===== src/rtl/mac_pkg.sv =====
// Shared types and helpers for the vector MAC: FSM encoding, drain length
// and the signed saturation bounds used by every lane's requantiser.
package mac_pkg;

  typedef enum logic [2:0] {
    ST_IDLE  = 3'd0,
    ST_ACCUM = 3'd1,
    ST_DRAIN = 3'd2,
    ST_POST  = 3'd3,
    ST_OUT   = 3'd4
  } state_t;

  localparam int DRAIN_CYCLES = 2;

  function automatic longint sat_max(input int ow);
    return (64'sd1 <<< (ow - 1)) - 64'sd1;
  endfunction

  function automatic longint sat_min(input int ow);
    return -(64'sd1 <<< (ow - 1));
  endfunction

endpackage


===== src/rtl/mac_lane.sv =====
// One MAC lane: operand register, product register, wrapping accumulator and
// the registered requantiser (ReLU, rounded arithmetic shift, saturation).
module mac_lane
  import mac_pkg::*;
#(
  parameter int DW = 8,
  parameter int AW = 32,
  parameter int OW = 8
) (
  input  logic                 clk_i,
  input  logic                 rstn_i,
  input  logic                 clr_i,
  input  logic                 beat_i,
  input  logic                 post_i,
  input  logic                 relu_i,
  input  logic [4:0]           shift_i,
  input  logic signed [DW-1:0] image_i,
  input  logic signed [DW-1:0] weight_i,
  output logic signed [OW-1:0] res_o
);

  localparam int XW = AW + 1;
  localparam logic signed [XW-1:0] SAT_HI = XW'(sat_max(OW));
  localparam logic signed [XW-1:0] SAT_LO = XW'(sat_min(OW));
  localparam logic signed [XW-1:0] ONE_X  = {{(XW-1){1'b0}}, 1'b1};

  logic signed [DW-1:0]   r_img;
  logic signed [DW-1:0]   r_wgt;
  logic                   r_op_vld;
  logic signed [2*DW-1:0] r_prod;
  logic                   r_prod_vld;
  logic signed [AW-1:0]   r_acc;
  logic signed [OW-1:0]   r_res;

  logic signed [AW-1:0]   w_prod_ext;
  logic signed [XW-1:0]   w_v;
  logic signed [XW-1:0]   w_rnd;
  logic signed [XW-1:0]   w_sh;
  logic signed [OW-1:0]   w_sat;

  assign w_prod_ext = {{(AW-2*DW){r_prod[2*DW-1]}}, r_prod};

  always_ff @(posedge clk_i or negedge rstn_i) begin
    if (!rstn_i) begin
      r_img      <= '0;
      r_wgt      <= '0;
      r_op_vld   <= 1'b0;
      r_prod     <= '0;
      r_prod_vld <= 1'b0;
    end else begin
      r_op_vld   <= beat_i;
      r_prod_vld <= r_op_vld;
      if (beat_i) begin
        r_img <= image_i;
        r_wgt <= weight_i;
      end
      if (r_op_vld) begin
        r_prod <= r_img * r_wgt;
      end
    end
  end

  always_ff @(posedge clk_i or negedge rstn_i) begin
    if (!rstn_i) begin
      r_acc <= '0;
    end else if (clr_i) begin
      r_acc <= '0;
    end else if (r_prod_vld) begin
      r_acc <= r_acc + w_prod_ext;
    end
  end

  // One extra bit of headroom keeps the rounding add from wrapping.
  always_comb begin
    w_v   = (relu_i && r_acc[AW-1]) ? '0 : {r_acc[AW-1], r_acc};
    w_rnd = w_v;
    w_sh  = w_v;
    if (shift_i != 5'd0) begin
      w_rnd = w_v + (ONE_X <<< (shift_i - 5'd1));
      w_sh  = w_rnd >>> shift_i;
    end else begin
      w_rnd = w_v;
      w_sh  = w_v;
    end
    if (w_sh > SAT_HI) begin
      w_sat = SAT_HI[OW-1:0];
    end else if (w_sh < SAT_LO) begin
      w_sat = SAT_LO[OW-1:0];
    end else begin
      w_sat = w_sh[OW-1:0];
    end
  end

  always_ff @(posedge clk_i or negedge rstn_i) begin
    if (!rstn_i) begin
      r_res <= '0;
    end else if (post_i) begin
      r_res <= w_sat;
    end
  end

  assign res_o = r_res;

endmodule


===== src/rtl/mac_vector.sv =====
// LANES-wide dot-product engine: one broadcast image stream, per-lane weights,
// sequenced by an IDLE/ACCUM/DRAIN/POST/OUT controller.
module mac_vector
  import mac_pkg::*;
#(
  parameter int LANES = 4,
  parameter int DW    = 8,
  parameter int AW    = 32,
  parameter int OW    = 8,
  parameter int LEN_W = 10
) (
  input  logic                  clk_i,
  input  logic                  rstn_i,
  input  logic                  start_i,
  input  logic [LEN_W-1:0]      len_i,
  input  logic                  relu_en_i,
  input  logic [4:0]            shift_i,
  input  logic                  in_valid_i,
  output logic                  in_ready_o,
  input  logic [DW-1:0]         image_i,
  input  logic [LANES*DW-1:0]   weight_i,
  output logic                  out_valid_o,
  input  logic                  out_ready_i,
  output logic [LANES*OW-1:0]   out_data_o,
  output logic                  busy_o
);

  localparam int DRW = $clog2(DRAIN_CYCLES + 1);
  localparam logic [LEN_W-1:0] CNT_ONE  = {{(LEN_W-1){1'b0}}, 1'b1};
  localparam logic [DRW-1:0]   DRW_ONE  = {{(DRW-1){1'b0}}, 1'b1};
  localparam logic [DRW-1:0]   DRW_LAST = DRW'(DRAIN_CYCLES - 1);

  if (AW < 2*DW + LEN_W) begin : g_aw_check
    $error("mac_vector: AW too small for 2*DW+LEN_W");
  end

  state_t           r_state;
  state_t           w_state_nxt;
  logic [LEN_W-1:0] r_cnt;
  logic [LEN_W-1:0] r_len;
  logic             r_relu;
  logic [4:0]       r_shift;
  logic [DRW-1:0]   r_drain;

  logic             w_start_acc;
  logic             w_xfer;
  logic [LEN_W-1:0] w_cnt_inc;
  logic [OW-1:0]    w_res [LANES];

  assign w_start_acc = (r_state == ST_IDLE) && start_i;
  assign w_xfer      = (r_state == ST_ACCUM) && in_valid_i;
  assign w_cnt_inc   = r_cnt + CNT_ONE;

  assign in_ready_o  = (r_state == ST_ACCUM);
  assign out_valid_o = (r_state == ST_OUT);
  assign busy_o      = (r_state != ST_IDLE);

  always_ff @(posedge clk_i or negedge rstn_i) begin
    if (!rstn_i) begin
      r_state <= ST_IDLE;
    end else begin
      r_state <= w_state_nxt;
    end
  end

  always_comb begin
    w_state_nxt = r_state;
    case (r_state)
      ST_IDLE: begin
        if (start_i) begin
          w_state_nxt = (len_i != '0) ? ST_ACCUM : ST_DRAIN;
        end else begin
          w_state_nxt = ST_IDLE;
        end
      end
      ST_ACCUM: begin
        if (w_xfer && (w_cnt_inc == r_len)) begin
          w_state_nxt = ST_DRAIN;
        end else begin
          w_state_nxt = ST_ACCUM;
        end
      end
      ST_DRAIN: begin
        if (r_drain == DRW_LAST) begin
          w_state_nxt = ST_POST;
        end else begin
          w_state_nxt = ST_DRAIN;
        end
      end
      ST_POST: w_state_nxt = ST_OUT;
      ST_OUT: begin
        if (out_ready_i) begin
          w_state_nxt = ST_IDLE;
        end else begin
          w_state_nxt = ST_OUT;
        end
      end
      default: w_state_nxt = ST_IDLE;
    endcase
  end

  // Operation context is captured once so later input changes are ignored.
  always_ff @(posedge clk_i or negedge rstn_i) begin
    if (!rstn_i) begin
      r_cnt   <= '0;
      r_len   <= '0;
      r_relu  <= 1'b0;
      r_shift <= 5'd0;
    end else if (w_start_acc) begin
      r_cnt   <= '0;
      r_len   <= len_i;
      r_relu  <= relu_en_i;
      r_shift <= shift_i;
    end else if (w_xfer) begin
      r_cnt   <= w_cnt_inc;
    end
  end

  always_ff @(posedge clk_i or negedge rstn_i) begin
    if (!rstn_i) begin
      r_drain <= '0;
    end else if (r_state == ST_DRAIN) begin
      r_drain <= r_drain + DRW_ONE;
    end else begin
      r_drain <= '0;
    end
  end

  for (genvar k = 0; k < LANES; k++) begin : g_lane
    mac_lane #(
      .DW (DW),
      .AW (AW),
      .OW (OW)
    ) u_lane (
      .clk_i    (clk_i),
      .rstn_i   (rstn_i),
      .clr_i    (w_start_acc),
      .beat_i   (w_xfer),
      .post_i   (r_state == ST_POST),
      .relu_i   (r_relu),
      .shift_i  (r_shift),
      .image_i  (image_i),
      .weight_i (weight_i[k*DW +: DW]),
      .res_o    (w_res[k])
    );
    assign out_data_o[k*OW +: OW] = w_res[k];
  end

endmodule


===== config.mk =====
export PLATFORM = sky130hd
export DESIGN_NAME = mac_vector
export DESIGN_NICKNAME = d
export VERILOG_FILES = /design/src/rtl/mac_pkg.sv /design/src/rtl/mac_lane.sv /design/src/rtl/mac_vector.sv
export SDC_FILE = /design/constraint.sdc
export NUM_CORES = 2
export LEC_CHECK = 0
export ABC_AREA = 1
export CELL_PAD_IN_SITES_DETAIL_PLACEMENT = 1
export CELL_PAD_IN_SITES_GLOBAL_PLACEMENT = 1
export CORE_MARGIN = 5
export CORE_UTILIZATION = 35
export CTS_BUF_LIST = sky130_fd_sc_hd__clkbuf_8
export CTS_CLUSTER_SIZE = 16
export DETAILED_ROUTE_END_ITERATION = 16
export PLACE_DENSITY_LB_ADDON = 0.1
export SETUP_SLACK_MARGIN = 0.02
export SYNTH_ARGS = -nofsm -noshare
export SYNTH_HDL_FRONTEND = slang
export SYNTH_HIERARCHICAL = 1
export SYNTH_SLANG_ARGS = --single-unit

===== constraint.sdc =====
create_clock -name clk_i -period 8.2 [get_ports clk_i]
set_input_delay 1.64 -clock clk_i [delete_from_list [all_inputs] [get_ports clk_i]]
set_output_delay 1.64 -clock clk_i [all_outputs]
set_load 0.01 [all_outputs]

Word-level counts from Yosys, hierarchy flattened
Index checks and enable logic that the tools add are counted.

storage, ports and cells
  flip-flop bits (word level) = 297
  bits of input ports = 61
  output and inout bits = 35
  word-level logic and storage cells = 105

operators by class
  add/subtract/negate cells = 11
  multiply operators = 4
  $lt $le $gt $ge = 8
  eq/ne operators = 6
  shift operators = 5
  muxes and demuxes = 33
  reduce and logical (&&, ||, !) cells = 13

operators by type and width
  operator                                                                           number
  33-bit two-way mux                                                                 8
  32-bit two-way mux                                                                 8
  33-bit adder                                                                       4
  33-bit by 8-bit greater-than comparator with 1-bit output (second input constant)  4
  33-bit by 8-bit < comparator with 1-bit output (second input constant)             4
  33-bit by 5-bit >>> shifter with 33-bit output                                     4
  32-bit by 16-bit adder with 32-bit output                                          4
  8-bit by 8-bit multiplier with 16-bit output                                       4
  8-bit two-way mux                                                                  8
  2-bit by 5-bit <<< shifter with 33-bit output (first input constant)               1
  10-bit two-way mux                                                                 2
  3-bit case mux with 5 select lines                                                 1
  10-bit by 1-bit adder with 10-bit output (second input constant)                   1
  10-bit equality test                                                               1
  10-bit nonzero test                                                                1
  2-bit two-way mux                                                                  4
  1-bit logical AND                                                                  7
  3-bit by 2-bit equality test with 1-bit output (second input constant)             2
  5-bit nonzero test                                                                 1
  5-bit by 1-bit subtractor with 5-bit output (second input constant)                1
  2-bit nonzero test                                                                 2
  3-bit by 1-bit equality test with 1-bit output (second input constant)             1
  3-bit equality test (second input constant)                                        1
  3-bit logical NOT                                                                  1
  other kinds (5)                                                                    5

Depth between registers and ports, before layout
  depth after elaboration = 8
  mapped depth = 42
  gate-level depth less buffers = 39

Hierarchy
The synthesis kept the hierarchy.

modules (own cells, without submodules)
  module                       times used  cells each  area each (µm²)  sequential area each (µm²)
  mac_lane (g_lane[1].u_lane)  1           2,173       12,693.4         1,851.8
  mac_lane (g_lane[2].u_lane)  1           2,081       12,542.0         1,851.8
  mac_lane (g_lane[3].u_lane)  1           2,082       12,348.1         1,851.8
  mac_lane (g_lane[0].u_lane)  1           2,086       12,331.8         1,851.8
  mac_vector                   1           217         1,634.1          775.7

Least setup slack after synthesis
OpenSTA, ideal clock, no wires.

  kind = reg-to-reg
  from = reg g_lane[0].u_lane.r_wgt[6]
  to = reg g_lane[0].u_lane.r_prod[14]
  arrival time = 4,448 ps
  setup slack = 3,616 ps
  cell stages (with the launch flop) = 25
  path buffers = 1
  period minus slack after synthesis = 4,584 ps
  cell sequence = dfrtp_1 clkbuf_1 nand2_1 fa_1 fa_1 inv_1 fa_1 fa_1 ha_1 inv_1 o31ai_1 inv_1 nor2_1 nor2_1 nor2_1 nor2_1 nor2_1 nor2_1 nor2_1 nor2_1 inv_1 a21oi_1 o21ai_0 xnor2_1 o21ai_0

on the way
  word-level cells in the longest chain between the ends = 1

RTL lines
  item                                          RTL line        source
  start: declaration                            mac_lane.sv:28  logic signed [DW-1:0] r_wgt;
  start signal: assignment                      mac_lane.sv:55  r_wgt <= weight_i;
  8-bit by 8-bit multiplier with 16-bit output  mac_lane.sv:58  r_prod <= r_img * r_wgt;
  end signal: assignment                        mac_lane.sv:58
  end: declaration                              mac_lane.sv:30  logic signed [2*DW-1:0] r_prod;

No other way between the ends.
A chain may end at the register's enable or synchronous reset.

Final worst setup path
  from = reg r_shift[0]
  to = reg g_lane[1].u_lane.r_res[0]

on the way
  word-level cells in the longest chain between the ends = 8
  elaborated cells on any way between the ends = 10
  those cells by class = 2 x add/sub; 2 x order compare; 2 x shift; 3 x mux; 1 x reduce/logical

RTL lines
  item                                            RTL line           source
  start: declaration                              mac_vector.sv:42   logic [4:0] r_shift;
  start signal: assignment                        mac_vector.sv:113  r_shift <= shift_i;
  5-bit by 1-bit subtractor with 5-bit output     mac_lane.sv:79     w_rnd = w_v + (ONE_X <<< (shift_i - 5'd1));
  2-bit by 5-bit <<< shifter with 33-bit output   mac_lane.sv:79
  33-bit adder                                    mac_lane.sv:79
  33-bit by 5-bit >>> shifter with 33-bit output  mac_lane.sv:80     w_sh = w_rnd >>> shift_i;
  33-bit two-way mux *                            mac_lane.sv:78     if (shift_i != 5'd0) begin
  33-bit by 8-bit < comparator with 1-bit output  mac_lane.sv:87     end else if (w_sh < SAT_LO) begin
  8-bit two-way mux                               mac_lane.sv:87
  8-bit two-way mux *                             mac_lane.sv:85     if (w_sh > SAT_HI) begin
  end signal: assignment                          mac_lane.sv:98     r_res <= w_sat;
  end: declaration                                mac_lane.sv:33     logic signed [OW-1:0] r_res;

Every way passes the cells marked *; elsewhere a longest branch is shown, timed or not.

==> impl_metrics.csv <==
group,metric,value,unit
detailed_routing,drc,0,
cells_and_area,drive_above_1_share,5.61,%
sta,finalSetupTns,0,ns
placement,place_congestion,0.933,
logic_synthesis,synth_flop_cell,"dfrtp_1",
detailed_routing,drt-wirelength-per-cell,19.6,um
cts,tritoncts,"done",
global_routing,grt-ovfl-total,0,
global_routing,use_met2,42.8,%
worst_setup_path,path_class,"reg -> reg",
cts,numCtsBuffers,72,
die,dieArea,155000,um^2
cts,cts.htree.levels,3,
logic_synthesis,synth-seq-cells,327,
die,num_rows,140,
cts,clk_pin_slew,0.06,ns
global_routing,use_met3,3.07,%
placement,place_area,54100,um^2
global_routing,grt_max_degree,120,
detailed_routing,detail-route-antenna-nets,0,
sta,rsz0062_at_grt,"false",
worst_setup_path,cpMostUsedCell,"nand2_1",
cts,ctsRootBufferMaster,"clkbuf_8",
cells_and_area,fin_nets,9236,
logic_synthesis,ys_warn_count,6,
sta,fin_skew,0.0432,ns
placement,dpl.cell_count,10400,
sta,post-route-period-util,76.4,%
logic_synthesis,synth_cells,8639,
cts,cts_hold_buf,0,
logic_synthesis,syn_avg_cell_area,5.97,um^2
die,die_h,394,um
worst_setup_path,arrival,6.88,ns
detailed_routing,first_pass_iters,6,
die,coreArea,146000,um^2
die,initial_utilization,35.3,%
sta,finalMaxSlewViolations,0,
sta,maxSlewHeadroom,23.6,%
worst_hold_path,hold_path_class,"reg -> reg",
sta,fmaxAchievable,160,MHz
logic_synthesis,syn_nets,9298,
cells_and_area,stdcell_area,55800,um^2
detailed_routing,drt_iter0_markers,3567,
die,io_pins,96,
worst_setup_path,cpPeakStageDelay,0.62,ns
placement,dp_hpwl,172000,um
detailed_routing,drt-vias-per-instance,5.23,
sta,worst_pin_slew,1.14,ns
sta,setup_violations,0,
sta,hold_violations,0,
global_routing,grt_pass1_vias,57100,
worst_setup_path,crit_slowest_cell,"dfrtp_4",
cells_and_area,areaGrowthSynthToFinish,8.16,%
worst_setup_path,critPathCaptureType,"register",
cts,cts_resized,0,
die,die_w,394,um
placement,port-buffer-count,95,
outcome,status,"complete, no violations",
flow_run,drv_cap,0,
worst_setup_path,cp-start-kind,"register",
logic_synthesis,synth_edf_count,0,
worst_setup_path,r2r_cells,37,
cts,post_cts_buffers,0,
global_routing,grt_usage,26.2,%
logic_synthesis,seq_area_frac_synth,15.9,%
cells_and_area,final_cells,10600,
global_routing,top_usage_layer,"met2",
logic_synthesis,synthArstFlopShare,100,%
cts,cts.sink_count,327,
worst_setup_path,crit_fanout,28,
logic_synthesis,synthesis.area,51500,um^2
sta,min_period,6.26,ns
global_routing,grt_pass1_wl,326000,um
sta,whs,0.443,ns
logic_synthesis,netlist-cell-type-count,64,
cts,clk_path_buf_depth,3,
worst_hold_path,holdPathStages,1,
worst_setup_path,cp.required,8.81,ns
detailed_routing,drt-total-wl,207000,um
global_routing,antenna_found_initial,7,
cts,clkLatencyLatePin,0.77,ns
global_routing,grt_use_met1,37.0,%
detailed_routing,vias,55100,
[worst paths after layout]
path                                        endpoint  slack [ns]  startpoint
max                        g_lane[1].u_lane/res_o[0]        1.94  r_shift[0]
min                                       r_drain[0]        0.44  r_drain[0]
max reg2reg                g_lane[1].u_lane/res_o[0]        1.94  r_shift[0]
min reg2reg                               r_drain[0]        0.44  r_drain[0]
max in group asynchronous                 r_shift[0]        5.69      rstn_i
min in group asynchronous  g_lane[3].u_lane/r_wgt[7]        0.90      rstn_i
[layer usage]
layer | vias to the layer above | share of wire (%)
met2 | 1068 | 45
met1 | 26700 | 48
met3 | 252 | 4.4
li1 | 27100 | -
met4 | 4 | 2.6
met5 | - | 0.013
[flip-flops by register name, summed over array words and instances (netlist names)]
| register | flops |
|---|---|
| g_lane.u_lane/r_img | 32 |
| g_lane.u_lane/res_o | 32 |
| r_cnt | 10 |
| r_shift | 5 |
| g_lane.u_lane/r_wgt | 32 |
| g_lane.u_lane/r_prod_vld | 4 |
| g_lane.u_lane/r_prod | 64 |
| g_lane.u_lane/r_op_vld | 4 |
| g_lane.u_lane/r_acc | 128 |
| r_drain | 2 |
| r_relu | 1 |
| r_len | 10 |
| r_state | 3 |
[critical path: cells and delay by family, from the launching register on]
| family | cells | cell delay, ns |
|---|---|---|
| simple gates | 30 | 3.98 |
| flops | 1 | 0.62 |
| fa+ha+maj | 2 | 0.72 |
| buf+inv | 5 | 0.78 |
[cells in the mapped netlist, types with 45 or more instances]
library cell	number	area [um^2]
nand2_1	2604	9770
inv_1	1521	5710
nand3_1	1130	5660
nor2_1	738	2770
ha_1	370	4630
o21ai_0	330	1650
dfrtp_1	327	8180
a21oi_1	310	1550
fa_1	228	4560
clkbuf_1	163	612
nand2_2	102	638
buf_2	78	390
o22ai_1	65	407
nand4_1	63	394
nand3_2	60	601
nor2_2	54	338
xnor2_1	46	403
xor2_1	45	394
[placed cells by master (no fill, tap or decap), types with 9 or more instances in the layout]
master and count:
nand2_1 2604, inv_1 1539, nand3_1 1130, nor2_1 734
ha_1 370, o21ai_0 330, dfrtp_1 322, a21oi_1 310
fa_1 228, nand2_2 102, clkdlybuf4s50_1 94, clkbuf_8 84
o22ai_1 65, nand4_1 63, nand3_2 60, nor2_2 57
xnor2_1 46, buf_4 46, xor2_1 45, clkinv_1 35
mux2_2 32, o31ai_1 28, nor3_1 26, a31oi_1 23
inv_2 22, o21bai_1 20, o221ai_1 17, o211ai_1 16
a21oi_2 15, a21boi_0 12, a21o_1 11, a21boi_1 10
o21a_1 10, nand2_4 10, o21ai_1 9
[stage by stage]
step	worst slack (ns)	util, %
after floorplan	3.62	-
after CTS	1.98	38.2
after global routing	1.41	38.2
after global placement	2.08	37.1
final	1.94	38.2
after detailed placement	1.97	37.1
[cell families after synthesis]
logic type               count (synthesis)  synth area share, %
AO/OA/AOI/OAI                          896                 9.80
XOR/XNOR                                91                 1.55
adder cells (fa/ha/maj)                598                 17.8
buffers and inverters                 1858                 13.8
flip-flops                             327                 15.9
multiplexers                            37                0.796
AND/OR/NAND/NOR                       4832                 40.3
[layout make-up]
| cell class | instances | area [um^2] |
|---|---|---|
| Clock buffer | 84 | 1160 |
| Timing Repair Buffer | 143 | 1340 |
| Fill cell | 19800 | 90300 |
| Inverter | 1579 | 5930 |
| Multi-Input combinational cell | 6454 | 36300 |
| Antenna cell | 8 | 20.0 |
| Clock inverter | 40 | 440 |
| Sequential cell | 327 | 8200 |
| Tap cell | 1917 | 2400 |
Power is not shown: default switching activity piles up to over one toggle a cycle in this logic, so the estimate is an artifact.
